## config.mk

```make
export PLATFORM = sky130hd
export DESIGN_NAME = hash_accum
export DESIGN_NICKNAME = d
export VERILOG_FILES = /design/src/rtl/hash_pkg.sv /design/src/rtl/hash_mix_round.sv /design/src/rtl/hash_accum.sv
export SDC_FILE = /design/constraint.sdc
export NUM_CORES = 1
export LEC_CHECK = 0
export CAP_MARGIN = 40
export CORE_MARGIN = 5
export CORE_UTILIZATION = 45
export CTS_BUF_LIST = sky130_fd_sc_hd__clkbuf_4 sky130_fd_sc_hd__clkbuf_8
export DETAILED_ROUTE_END_ITERATION = 7
export PLACE_DENSITY_LB_ADDON = 0.25
export SYNTH_ARGS = -nofsm -noshare
export SYNTH_HDL_FRONTEND = slang
export SYNTH_SLANG_ARGS = --single-unit
export TNS_END_PERCENT = 1
```

## constraint.sdc

```tcl
create_clock -name clk -period 3.1 [get_ports clk]
set_clock_uncertainty 0.1 [all_clocks]
set_input_delay 0.31 -clock clk [delete_from_list [all_inputs] [get_ports clk]]
set_output_delay 0.31 -clock clk [all_outputs]
set_load 0.03 [all_outputs]
```

## src/rtl/hash_pkg.sv

```systemverilog
// Shared types and constants for the hash accumulator: FSM state encoding,
// default IV/K/rotate amount and a width-generic rotate-left helper.
package hash_pkg;

    typedef enum logic [1:0] {
        StIdle,
        StAbsorb,
        StFinal,
        StHold
    } hash_st_e;

    localparam logic [15:0] DefIv  = 16'hE667;
    localparam logic [15:0] DefK   = 16'h9E37;
    localparam int unsigned DefRot = 5;

    // Rotates the low w bits of x left by r (1 <= r < w <= 64); upper bits return as zero.
    function automatic logic [63:0] rotl(input logic [63:0] x, input int unsigned w,
                                         input int unsigned r);
        logic [63:0] mask;
        logic [63:0] xm;
        mask = (w >= 64) ? '1 : ((64'd1 << w) - 64'd1);
        xm   = x & mask;
        return ((xm << r) | (xm >> (w - r))) & mask;
    endfunction

endpackage

```

## src/rtl/hash_mix_round.sv

```systemverilog
// One combinational mix round: next = rotl(state ^ p, ROT) + K, mod 2^STATE_W.
module hash_mix_round
    import hash_pkg::*;
#(
    parameter int unsigned         STATE_W = 16,
    parameter int unsigned         ROT     = DefRot,
    parameter logic [STATE_W-1:0]  K       = STATE_W'(DefK)
) (
    input  logic [STATE_W-1:0] state,
    input  logic [5:0]         p,
    output logic [STATE_W-1:0] next
);

    logic [STATE_W-1:0] mixed;

    always_comb begin
        mixed = state ^ STATE_W'(p);
        next  = STATE_W'(rotl(64'(mixed), STATE_W, ROT)) + K;
    end

endmodule

```

## src/rtl/hash_accum.sv

```systemverilog
// Absorbs valid symbol pairs into a hash state, runs blank finalisation rounds and
// holds the digest on a valid/ready handshake. HASH_ACCUM_STALLCNT_EN adds stall_cnt.
module hash_accum
    import hash_pkg::*;
#(
    parameter int unsigned        NUM_PAIRS    = 4,
    parameter int unsigned        FINAL_ROUNDS = 2,
    parameter int unsigned        STATE_W      = 16,
    parameter int unsigned        ROT          = DefRot,
    parameter logic [STATE_W-1:0] IV           = STATE_W'(DefIv),
    parameter logic [STATE_W-1:0] K            = STATE_W'(DefK)
) (
    input  logic               clk,
    input  logic               reset,
    input  logic               start,
    input  logic               valid_in,
    input  logic [2:0]         input0,
    input  logic [2:0]         input1,
    input  logic               digest_ready,
    output logic               busy,
    output logic [STATE_W-1:0] digest,
    output logic               digest_valid
`ifdef HASH_ACCUM_STALLCNT_EN
    ,
    output logic [7:0]         stall_cnt
`endif
);

    localparam int unsigned CntMax = (NUM_PAIRS > FINAL_ROUNDS) ? NUM_PAIRS : FINAL_ROUNDS;
    localparam int unsigned CntW   = $clog2(CntMax + 1);
    localparam logic [CntW-1:0] LastPair  = CntW'(NUM_PAIRS - 1);
    localparam logic [CntW-1:0] LastFinal = CntW'((FINAL_ROUNDS == 0) ? 0 : FINAL_ROUNDS - 1);

    hash_st_e           st_q, st_d;
    logic [STATE_W-1:0] hstate_q, hstate_d;
    logic [CntW-1:0]    cnt_q, cnt_d;
    logic [STATE_W-1:0] digest_q, digest_d;
    logic               busy_q, busy_d;
    logic               digest_valid_q, digest_valid_d;
    logic [5:0]         mix_p;
    logic [STATE_W-1:0] mix_next;

    // Single mix instance: pair symbols while absorbing, zero during finalisation.
    assign mix_p = (st_q == StAbsorb) ? {input1, input0} : 6'd0;

    hash_mix_round #(
        .STATE_W (STATE_W),
        .ROT     (ROT),
        .K       (K)
    ) u_mix (
        .state (hstate_q),
        .p     (mix_p),
        .next  (mix_next)
    );

    always_comb begin
        st_d     = st_q;
        hstate_d = hstate_q;
        cnt_d    = cnt_q;
        digest_d = digest_q;
        unique case (st_q)
            StIdle: begin
                if (start) begin
                    hstate_d = IV;
                    cnt_d    = '0;
                    st_d     = StAbsorb;
                end
            end
            StAbsorb: begin
                if (valid_in) begin
                    hstate_d = mix_next;
                    if (cnt_q == LastPair) begin
                        cnt_d = '0;
                        if (FINAL_ROUNDS == 0) begin
                            st_d     = StHold;
                            digest_d = mix_next;
                        end else begin
                            st_d = StFinal;
                        end
                    end else begin
                        cnt_d = cnt_q + CntW'(1);
                    end
                end
            end
            StFinal: begin
                hstate_d = mix_next;
                if (cnt_q == LastFinal) begin
                    cnt_d    = '0;
                    st_d     = StHold;
                    digest_d = mix_next;
                end else begin
                    cnt_d = cnt_q + CntW'(1);
                end
            end
            StHold: begin
                if (digest_ready) begin
                    st_d = StIdle;
                end
            end
            default: st_d = StIdle;
        endcase
        busy_d         = (st_d != StIdle);
        digest_valid_d = (st_d == StHold);
    end

    always_ff @(posedge clk) begin
        if (reset) begin
            st_q           <= StIdle;
            hstate_q       <= '0;
            cnt_q          <= '0;
            digest_q       <= '0;
            busy_q         <= 1'b0;
            digest_valid_q <= 1'b0;
        end else begin
            st_q           <= st_d;
            hstate_q       <= hstate_d;
            cnt_q          <= cnt_d;
            digest_q       <= digest_d;
            busy_q         <= busy_d;
            digest_valid_q <= digest_valid_d;
        end
    end

    assign busy         = busy_q;
    assign digest       = digest_q;
    assign digest_valid = digest_valid_q;

`ifdef HASH_ACCUM_STALLCNT_EN
    logic [7:0] stall_cnt_q, stall_cnt_d;

    always_comb begin
        stall_cnt_d = stall_cnt_q;
        if (st_q == StIdle && start) begin
            stall_cnt_d = '0;
        end else if (st_q == StAbsorb && !valid_in && stall_cnt_q != 8'hFF) begin
            stall_cnt_d = stall_cnt_q + 8'd1;
        end
    end

    always_ff @(posedge clk) begin
        if (reset) begin
            stall_cnt_q <= '0;
        end else begin
            stall_cnt_q <= stall_cnt_d;
        end
    end

    assign stall_cnt = stall_cnt_q;
`endif

endmodule

```

==> results of run 1 <==
## flip-flops by register name, indices dropped and copies added, names as in the netlist
name          cells
busy              1
hstate_q         16
st_q              2
digest_valid      1
digest           16
cnt_q             3
## cells by family after synthesis
group	synth area share, %
AND/OR/NAND/NOR	21.89
AO/OA/AOI/OAI	22.47
multiplexers	0.9895
adder cells (fa/ha/maj)	6.403
XOR/XNOR	7.335
buffers and inverters	4.599
flip-flops	36.32
## power groups by stage
stage	sequential (uW)	combinational, uW	clock, uW
floorplan	582	285	0
global placement	591	369	0
detailed placement	592	370	0
CTS	581	377	456
global route	588	415	485
finish	582	380	446
## cell usage after synthesis, types with 2 or more instances
cell / number / area share, %
dfxtp_1: 39 / 36
nor2_1: 39 / 6.8
nand2_1: 26 / 4.5
a211oi_1: 11 / 3.8
a21oi_1: 11 / 2.6
ha_1: 11 / 6.4
clkbuf_1: 10 / 1.7
inv_1: 10 / 1.7
o21ai_0: 9 / 2.1
xnor2_1: 9 / 3.7
xor2_1: 9 / 3.7
a22oi_1: 5 / 1.7
nand3_1: 5 / 1.2
a31oi_1: 4 / 1.2
buf_2: 4 / 0.93
a311oi_1: 3 / 1.2
nor3_1: 3 / 0.70
and3_1: 2 / 0.58
nand2b_1: 2 / 0.58
nor2b_1: 2 / 0.58
nor3_2: 2 / 0.93
nor3b_1: 2 / 0.70
o22ai_1: 2 / 0.58
o31ai_1: 2 / 0.70
o41ai_2: 2 / 1.5
## metrics by stage
step | area (sq um) | util [%]
finish | 2595 | 55.31
CTS | 2595 | 55.31
global placement | 2477 | 52.80
global route | 2595 | 55.31
floorplan | 2150 | -
detailed placement | 2477 | 52.80
## final timing paths
kind              depth (start not counted)          to
setup reg to reg                          8  digest[14]
hold reg to reg                           2   digest[8]
hold / removal                            2   digest[8]
setup / recovery                          8  digest[14]
## layout by cell type, fill, tap and decap left out, types with 3 or more instances in the layout
master           instances
a211oi_1                11
xor2_1                   9
xnor2_1                  9
a31oi_1                  4
nand3_1                  5
buf_4                    5
a21oi_1                 11
ha_1                    11
clkdlybuf4s50_1         28
o21ai_0                  9
inv_1                   10
dfxtp_1                 39
nor3_1                   3
nand2_1                 26
a311oi_1                 3
clkbuf_8                 6
nor2_1                  39
a22oi_1                  5
## layout make-up
type / count / area [sq um] / area share [%]
Multi-Input combinational cell: 186 / 1270 / 48.94
Timing Repair Buffer: 33 / 317.8 / 12.25
Sequential cell: 39 / 780.7 / 30.09
Clock inverter: 2 / 35.03 / 1.350
Tap cell: 54 / 67.56 / 2.604
Inverter: 11 / 41.29 / 1.591
Clock buffer: 6 / 82.58 / 3.182
## per-layer routing
metal	vias to the layer above	part of all wire [%]	wire, um	global-route usage [%]
li1	931	-	-	-
met1	878	48	2427	24.91
met2	50	45	2254	26.26
met3	7	6.2	316	3.741
met4	0	1.3	66	6.357
met5	-	0	0	0
## critical path: stages, from the launching register on
cell and delay, ns:
dfxtp_1 0.42, inv_1 0.09, ha_1 0.37, and3b_4 0.29, a2111oi_4 0.40, a211oi_2 0.12
o41ai_2 0.32, xor2_1 0.22, a211oi_1 0.10
==> results.cfg, run 1 <==
[run_status]
status = finished, final reports clean

[logic_synthesis]
ys_seq_area_share_pct = 36.32
synth_edf_count = 0
synth_cells = 250
synth_warnings = 0
synth_seq_cells = 39
synthArstFlopShare_pct = 0
syn_area_sq_um = 2150
ys_types = 51
ys.flop_type = dfxtp_1
synth_fp_nets = 272
avgSynthCellArea_sq_um = 8.598

[timing]
relSlewSlack_pct = 51.23
report.final.slew_viol_count = 0
tightest_slew_ns = 0.7316
whs_ns = 0.3631
hold_violations = 0
finalCritPeriodShare_pct = 83.40
setup_ws_ns = 0.5147
setup_violations = 0
rsz0062_at_grt = false
period_needed_ns = 2.585
max_freq_mhz = 386.8
tns_ns = 0

[place]
dp_hpwl_um = 3502
place.gp.congestion = 0.8087
placed_cells = 323
io_buffers = 28
pre_cts_slack_ns = 0.5472

[setup_path]
worst-r2r-setup-slack_ns = 0.51
end_kind = flop
worst-setup-path-type = reg -> reg
required_ns = 3.15
crit_start = st_q[1]
arrival_ns = 2.63
cp_max_fo = 16
worst_r2r_startpoint = st_q[1]
start_kind = flop

[clock_network]
tritoncts = yes
cts.sinks = 39
path_clk_slew_ns = 0.08
cts_hold_buf = 0
clk_latency_ns = 0.30
h-tree-depth = 2
clock-root-buffer = clkbuf_8
cts_resized = 0
clk_path_buf_depth = 2
post_cts_buffers = 0
cts_buffers = 5

[power]
p_int_uw = 947.2
total_power_uw = 1408
power_frac_clock_pct = 31.7
leakagePower_uw = 0.0009249
p_sw_uw = 460.6
p_per_area_nw_per_um2 = 542.5
peakVddDrop_uv = 367.1
seqPwrFrac_pct = 41.3
pwr-share-comb_pct = 27.0
swShare_pct = 32.72

[global_routing]
grt_usage_pct = 17.60
antenna_found_initial = 0
grt_pass1_vias = 1767
grt_first_pass_wirelength_um = 8707
overflow = 0
grt_max_degree = 43

[floorplanning]
ios = 29
core_sq_um = 4692
initial_utilization_pct = 45.81
dieArea_sq_um = 6259
die_w_um = 79.12
die_y_um = 79.12
rows = 25

[cells_and_area]
syn2layout_area_growth_pct = 20.72
drive_above_1_share_pct = 10.47
n_antenna_cell = 0
fin_cells = 331
fillerInstances = 425
nets = 298

[hold_path]
hold_path.class = reg -> reg
min_from = digest[8]

[detailed_routing]
firstDrtPassIters = 4
drtIter0Drc = 94
routedWlPerCell_um = 15.30
viasPerCell = 5.637
route.final.wire_length_um = 5064
drtAntennaViolNets = 0
drt_drc_violations_left = 0
routed-via-count = 1866

[flow_run]
maxCapViolCount = 0
(Power assumes the default switching activity.)
==> run 2: changes to the inputs <==
==> constraint.sdc (replaced) <==
create_clock -name clk -period 2.6 [get_ports clk]
set_clock_uncertainty 0.1 [all_clocks]
set_input_delay 0.26 -clock clk [delete_from_list [all_inputs] [get_ports clk]]
set_output_delay 0.26 -clock clk [all_outputs]
set_load 0.03 [all_outputs]
==> results.cfg, run 2 (synthesis gave the netlist of run 1 again) <==
[run_status]
status = finished, final reports clean

[place]
io_buffers = 28
dp_hpwl_um = 3684
dpl_cell_area_sq_um = 2500
place.gp.congestion = 0.8608

[floorplanning]
die_y_um = 79.12
ios = 29
core_sq_um = 4692
initial_utilization_pct = 45.81
dieArea_sq_um = 6259
rows = 25
die_w_um = 79.12

[cells_and_area]
n_antenna_cell = 0
mostFrequentLayoutCell = nor2_1
syn2layout_area_growth_pct = 20.61
final_cell_mix = 39 x nor2_1, 38 x dfxtp_1, 28 x clkdlybuf4s50_1
fin_area_sq_um = 2592
drive_above_1_share_pct = 12.14
nets = 301

[setup_path]
worst_r2r_startpoint = st_q[1]
cp_common_cell = nor2_1
cp_max_fo = 9
end_kind = flop
path_cells = inv_1 -> ha_2 -> a21boi_1 -> nor2_1 -> a221oi_4 -> xor2_1 -> nor2_1 -> nor3_1
arrival_ns = 2.44
required_ns = 2.71
max_stage_delay_ns = 0.41
start_kind = flop
crit_end = digest[9]
critPathSlowestCell = a221oi_4
crit_start = st_q[1]
worst-setup-path-type = reg -> reg
worst-r2r-setup-slack_ns = 0.27
rr_worst_depth = 8
reg2reg_to = digest[9]

[timing]
rsz0062_at_grt = false
hold_violations = 0
period_needed_ns = 2.326
tns_ns = 0
report.final.slew_viol_count = 0
finalCritPeriodShare_pct = 89.46
whs_ns = 0.3576
tightest_slew_ns = 0.6019
max_freq_mhz = 430.0
relSlewSlack_pct = 59.88
setup_violations = 0

[power]
p_per_area_nw_per_um2 = 608.5
peakVddDrop_uv = 336.3
leakagePower_uw = 0.0009227
total_power_uw = 1577

[detailed_routing]
route.final.wire_length_um = 5078
viasPerCell = 5.485
drt_drc_violations_left = 0
drtIter0Drc = 103
routedWlPerCell_um = 15.20
routed-via-count = 1832
drtAntennaViolNets = 0
firstDrtPassIters = 4

[clock_network]
clock-root-buffer = clkbuf_8
cts_resized = 0
clk_path_buf_depth = 2
clk_latency_ns = 0.29
tritoncts = yes
path_clk_slew_ns = 0.08
h-tree-depth = 2
post_cts_buffers = 0
cts_buffers = 5
cts.sinks = 39
cts_hold_buf = 0

[global_routing]
antenna_found_initial = 0
grt_first_pass_wirelength_um = 8535
overflow = 0
grt_usage_pct = 17.38
grt_pass1_vias = 1779
grt_max_degree = 43

[flow_run]
maxCapViolCount = 0

[hold_path]
hold_path.class = reg -> reg
==> run 2: worst min path at each step <==
| stage | cells past startpoint | slack, ns | endpoint | from |
|---|---|---|---|---|
| global placement | 2 | 0.35 | digest[3] | digest[3] |
| finish | 2 | 0.36 | digest[3] | digest[3] |
| global route | 2 | 0.39 | digest[3] | digest[3] |
| CTS | 2 | 0.36 | digest[3] | digest[3] |
| floorplan | 2 | 0.35 | hstate_q[12] | hstate_q[12] |
| detailed placement | 2 | 0.35 | digest[7] | digest[7] |
==> run 2: area by class of cell <==
| type | count | area [sq um] |
|---|---|---|
| clock inverter | 2 | 12.51 |
| sequential | 39 | 782.0 |
| multi-input combinational | 186 | 1272 |
| fill | 443 | 2100 |
| clock buffer | 6 | 76.32 |
| inverter | 11 | 41.29 |
| tap | 54 | 67.56 |
| timing repair buffer | 36 | 340.3 |
==> run 2: report_power, final <==
part           switching, uW  internal (uW)
registers               57.3            637
logic                    272            193
clock network            221            198
==> run 2: stage by stage <==
stage	utilization [%]	worst slack, ns	std cells
after detailed placement	53.28	0.1305	326
after global placement	53.28	0.2210	326
after global routing	55.25	0.09447	334
final	55.25	0.2742	334
after CTS	55.17	0.09674	334
after floorplan	-	0.3908	250
==> run 2: per-layer routing <==
metal	up-vias	GRT usage [%]	share of wire, %
met1	859	22.73	48
met3	6	4.649	4.5
met2	37	27.36	45
met4	0	6.529	1.9
met5	-	0	0
li1	930	-	-
==> run 2: critical path: cells and delay by family (launching register included) <==
| family | cells | cell delay (ns) |
|---|---|---|
| AO/OA/AOI/OAI | 2 | 0.73 |
| AND/OR/NAND/NOR | 3 | 0.43 |
| flip-flops | 1 | 0.38 |
| XOR/XNOR | 1 | 0.28 |
| adder cells (fa/ha/maj) | 1 | 0.23 |
| buffers and inverters | 1 | 0.08 |
==> run 3: changes to the inputs <==
--- a/config.mk
+++ b/config.mk
@@ -8,7 +8,7 @@
 export CAP_MARGIN = 40
 export CORE_MARGIN = 5
 export CORE_UTILIZATION = 45
-export CTS_BUF_LIST = sky130_fd_sc_hd__clkbuf_4 sky130_fd_sc_hd__clkbuf_8
+export CTS_BUF_LIST = sky130_fd_sc_hd__clkbuf_16
 export DETAILED_ROUTE_END_ITERATION = 7
 export PLACE_DENSITY_LB_ADDON = 0.25
 export SYNTH_ARGS = -nofsm -noshare
==> results.cfg, run 3 (synthesis gave the netlist of run 1 again) <==
[clock_network]
cts_buffers = 5
tritoncts = yes
cts.sinks = 39
post_cts_buffers = 0
clock-root-buffer = clkbuf_16
cts_resized = 0
clk_path_buf_depth = 2
path_clk_slew_ns = 0.06
cts_hold_buf = 0
clk_latency_ns = 0.28
h-tree-depth = 2

[setup_path]
crit_family = compound AO/OA/AOI/OAI gates
cp_common_cell = nor2_1
critPathSlowestCell = dfxtp_1
worst-setup-path-type = reg -> reg
start_kind = flop
arrival_ns = 2.52
max_stage_delay_ns = 0.43
required_ns = 2.70
cp_max_fo = 9
end_kind = flop
cp_num_buf_inv = 1
path_cells = inv_1 -> ha_2 -> a21boi_1 -> nor2_1 -> a221oi_4 -> xor2_1 -> nor2_1 -> nor3_1

[cells_and_area]
multi_input_area_sq_um = 1272
drive_above_1_share_pct = 11.43
n_antenna_cell = 0
final-seq-area_sq_um = 780.7
fillerInstances = 439
syn2layout_area_growth_pct = 22.99
final_cell_mix = 39 x nor2_1, 39 x dfxtp_1, 28 x clkdlybuf4s50_1
fin_area_sq_um = 2644
nets = 301

[detailed_routing]
drt_drc_violations_left = 0
dr_wl_met3_um = 247
routedWlPerCell_um = 15.23
top_layer_used = met4
drtIter0Drc = 111
viasPerCell = 5.518
m1WireLength_um = 2415
route.met2.wl_um = 2323
firstDrtPassIters = 4
routed-via-count = 1843
drtAntennaViolNets = 0
route.final.wire_length_um = 5087

[timing]
period_needed_ns = 2.418
hold_violations = 0
max_freq_mhz = 413.5
finalCritPeriodShare_pct = 93.01
tightest_slew_ns = 0.5903
relSlewSlack_pct = 60.64
setup_violations = 0
whs_ns = 0.3534
rsz0062_at_grt = false
report.final.slew_viol_count = 0
tns_ns = 0

[place]
io_buffers = 28
dpl_cell_area_sq_um = 2500
dp_hpwl_um = 3684
place.gp.congestion = 0.8608

[floorplanning]
initial_utilization_pct = 45.81
ios = 29
core_sq_um = 4692
rows = 25
die_y_um = 79.12
die_w_um = 79.12
dieArea_sq_um = 6259

[hold_path]
hold_path.class = reg -> reg

[global_routing]
antenna_found_initial = 0
grt_first_pass_wirelength_um = 8707
grt_max_degree = 43
overflow = 0
grt_pass1_vias = 1826
grt_usage_pct = 17.69

[power]
pwr-share-comb_pct = 26.6
p_sw_uw = 574.6
peakVddDrop_uv = 302.9
swShare_pct = 32.74
total_power_uw = 1755
p_int_uw = 1180
p_per_area_nw_per_um2 = 663.8
leakagePower_uw = 0.0009486
seqPwrFrac_pct = 39.6
power_frac_clock_pct = 33.8

[run_status]
status = finished, final reports clean

[flow_run]
maxCapViolCount = 0
[run 3: worst paths after layout]
kind | startpoint | end | slack (ns) | depth (start not counted)
worst max register to register | st_q[1] | digest[9] | 0.18 | 8
worst min register to register | digest[3] | digest[3] | 0.35 | 2
worst max-delay path | st_q[1] | digest[9] | 0.18 | 8
worst min-delay path | digest[3] | digest[3] | 0.35 | 2
[run 3: metal layers]
metal | global-route usage (%) | up-vias
met2 | 27.44 | 48
met5 | 0 | -
li1 | - | 935
met3 | 4.875 | 9
met4 | 6.701 | 0
met1 | 23.36 | 851
[run 3: area by class of cell]
class / instances / area share [%]
inverter: 11 / 1.562
clock buffer: 5 / 4.733
clock inverter: 3 / 0.6152
multi-input combinational: 186 / 48.13
tap: 54 / 2.556
timing repair buffer: 36 / 12.87
sequential: 39 / 29.53
[run 3: metrics by stage]
step                std cells  setup WS (ns)  utilization, %
finish                    334         0.1817           56.35
detailed placement        326         0.1305           53.28
global placement          326         0.2210           53.28
global route              334        0.02891           56.35
CTS                       334         0.1093           56.29
floorplan                 250         0.3908               -
[run 3: worst reg2reg max path, delay by kind of cell (launching register included)]
kind	cells	cell delay (ns)
compound gates	2	0.75
simple gates	3	0.44
xor+xnor	1	0.28
flops	1	0.43
fa+ha+maj	1	0.24
buf+inv	1	0.11
[run 3: power groups by stage]
stage	logic (uW)	clock network, uW	registers, uW
5_1_grt	510	631	703
3_3_place_gp	453	0	705
2_1_floorplan	340	0	694
6_report	466	594	695
3_5_place_dp	457	0	707
4_1_cts	464	598	694
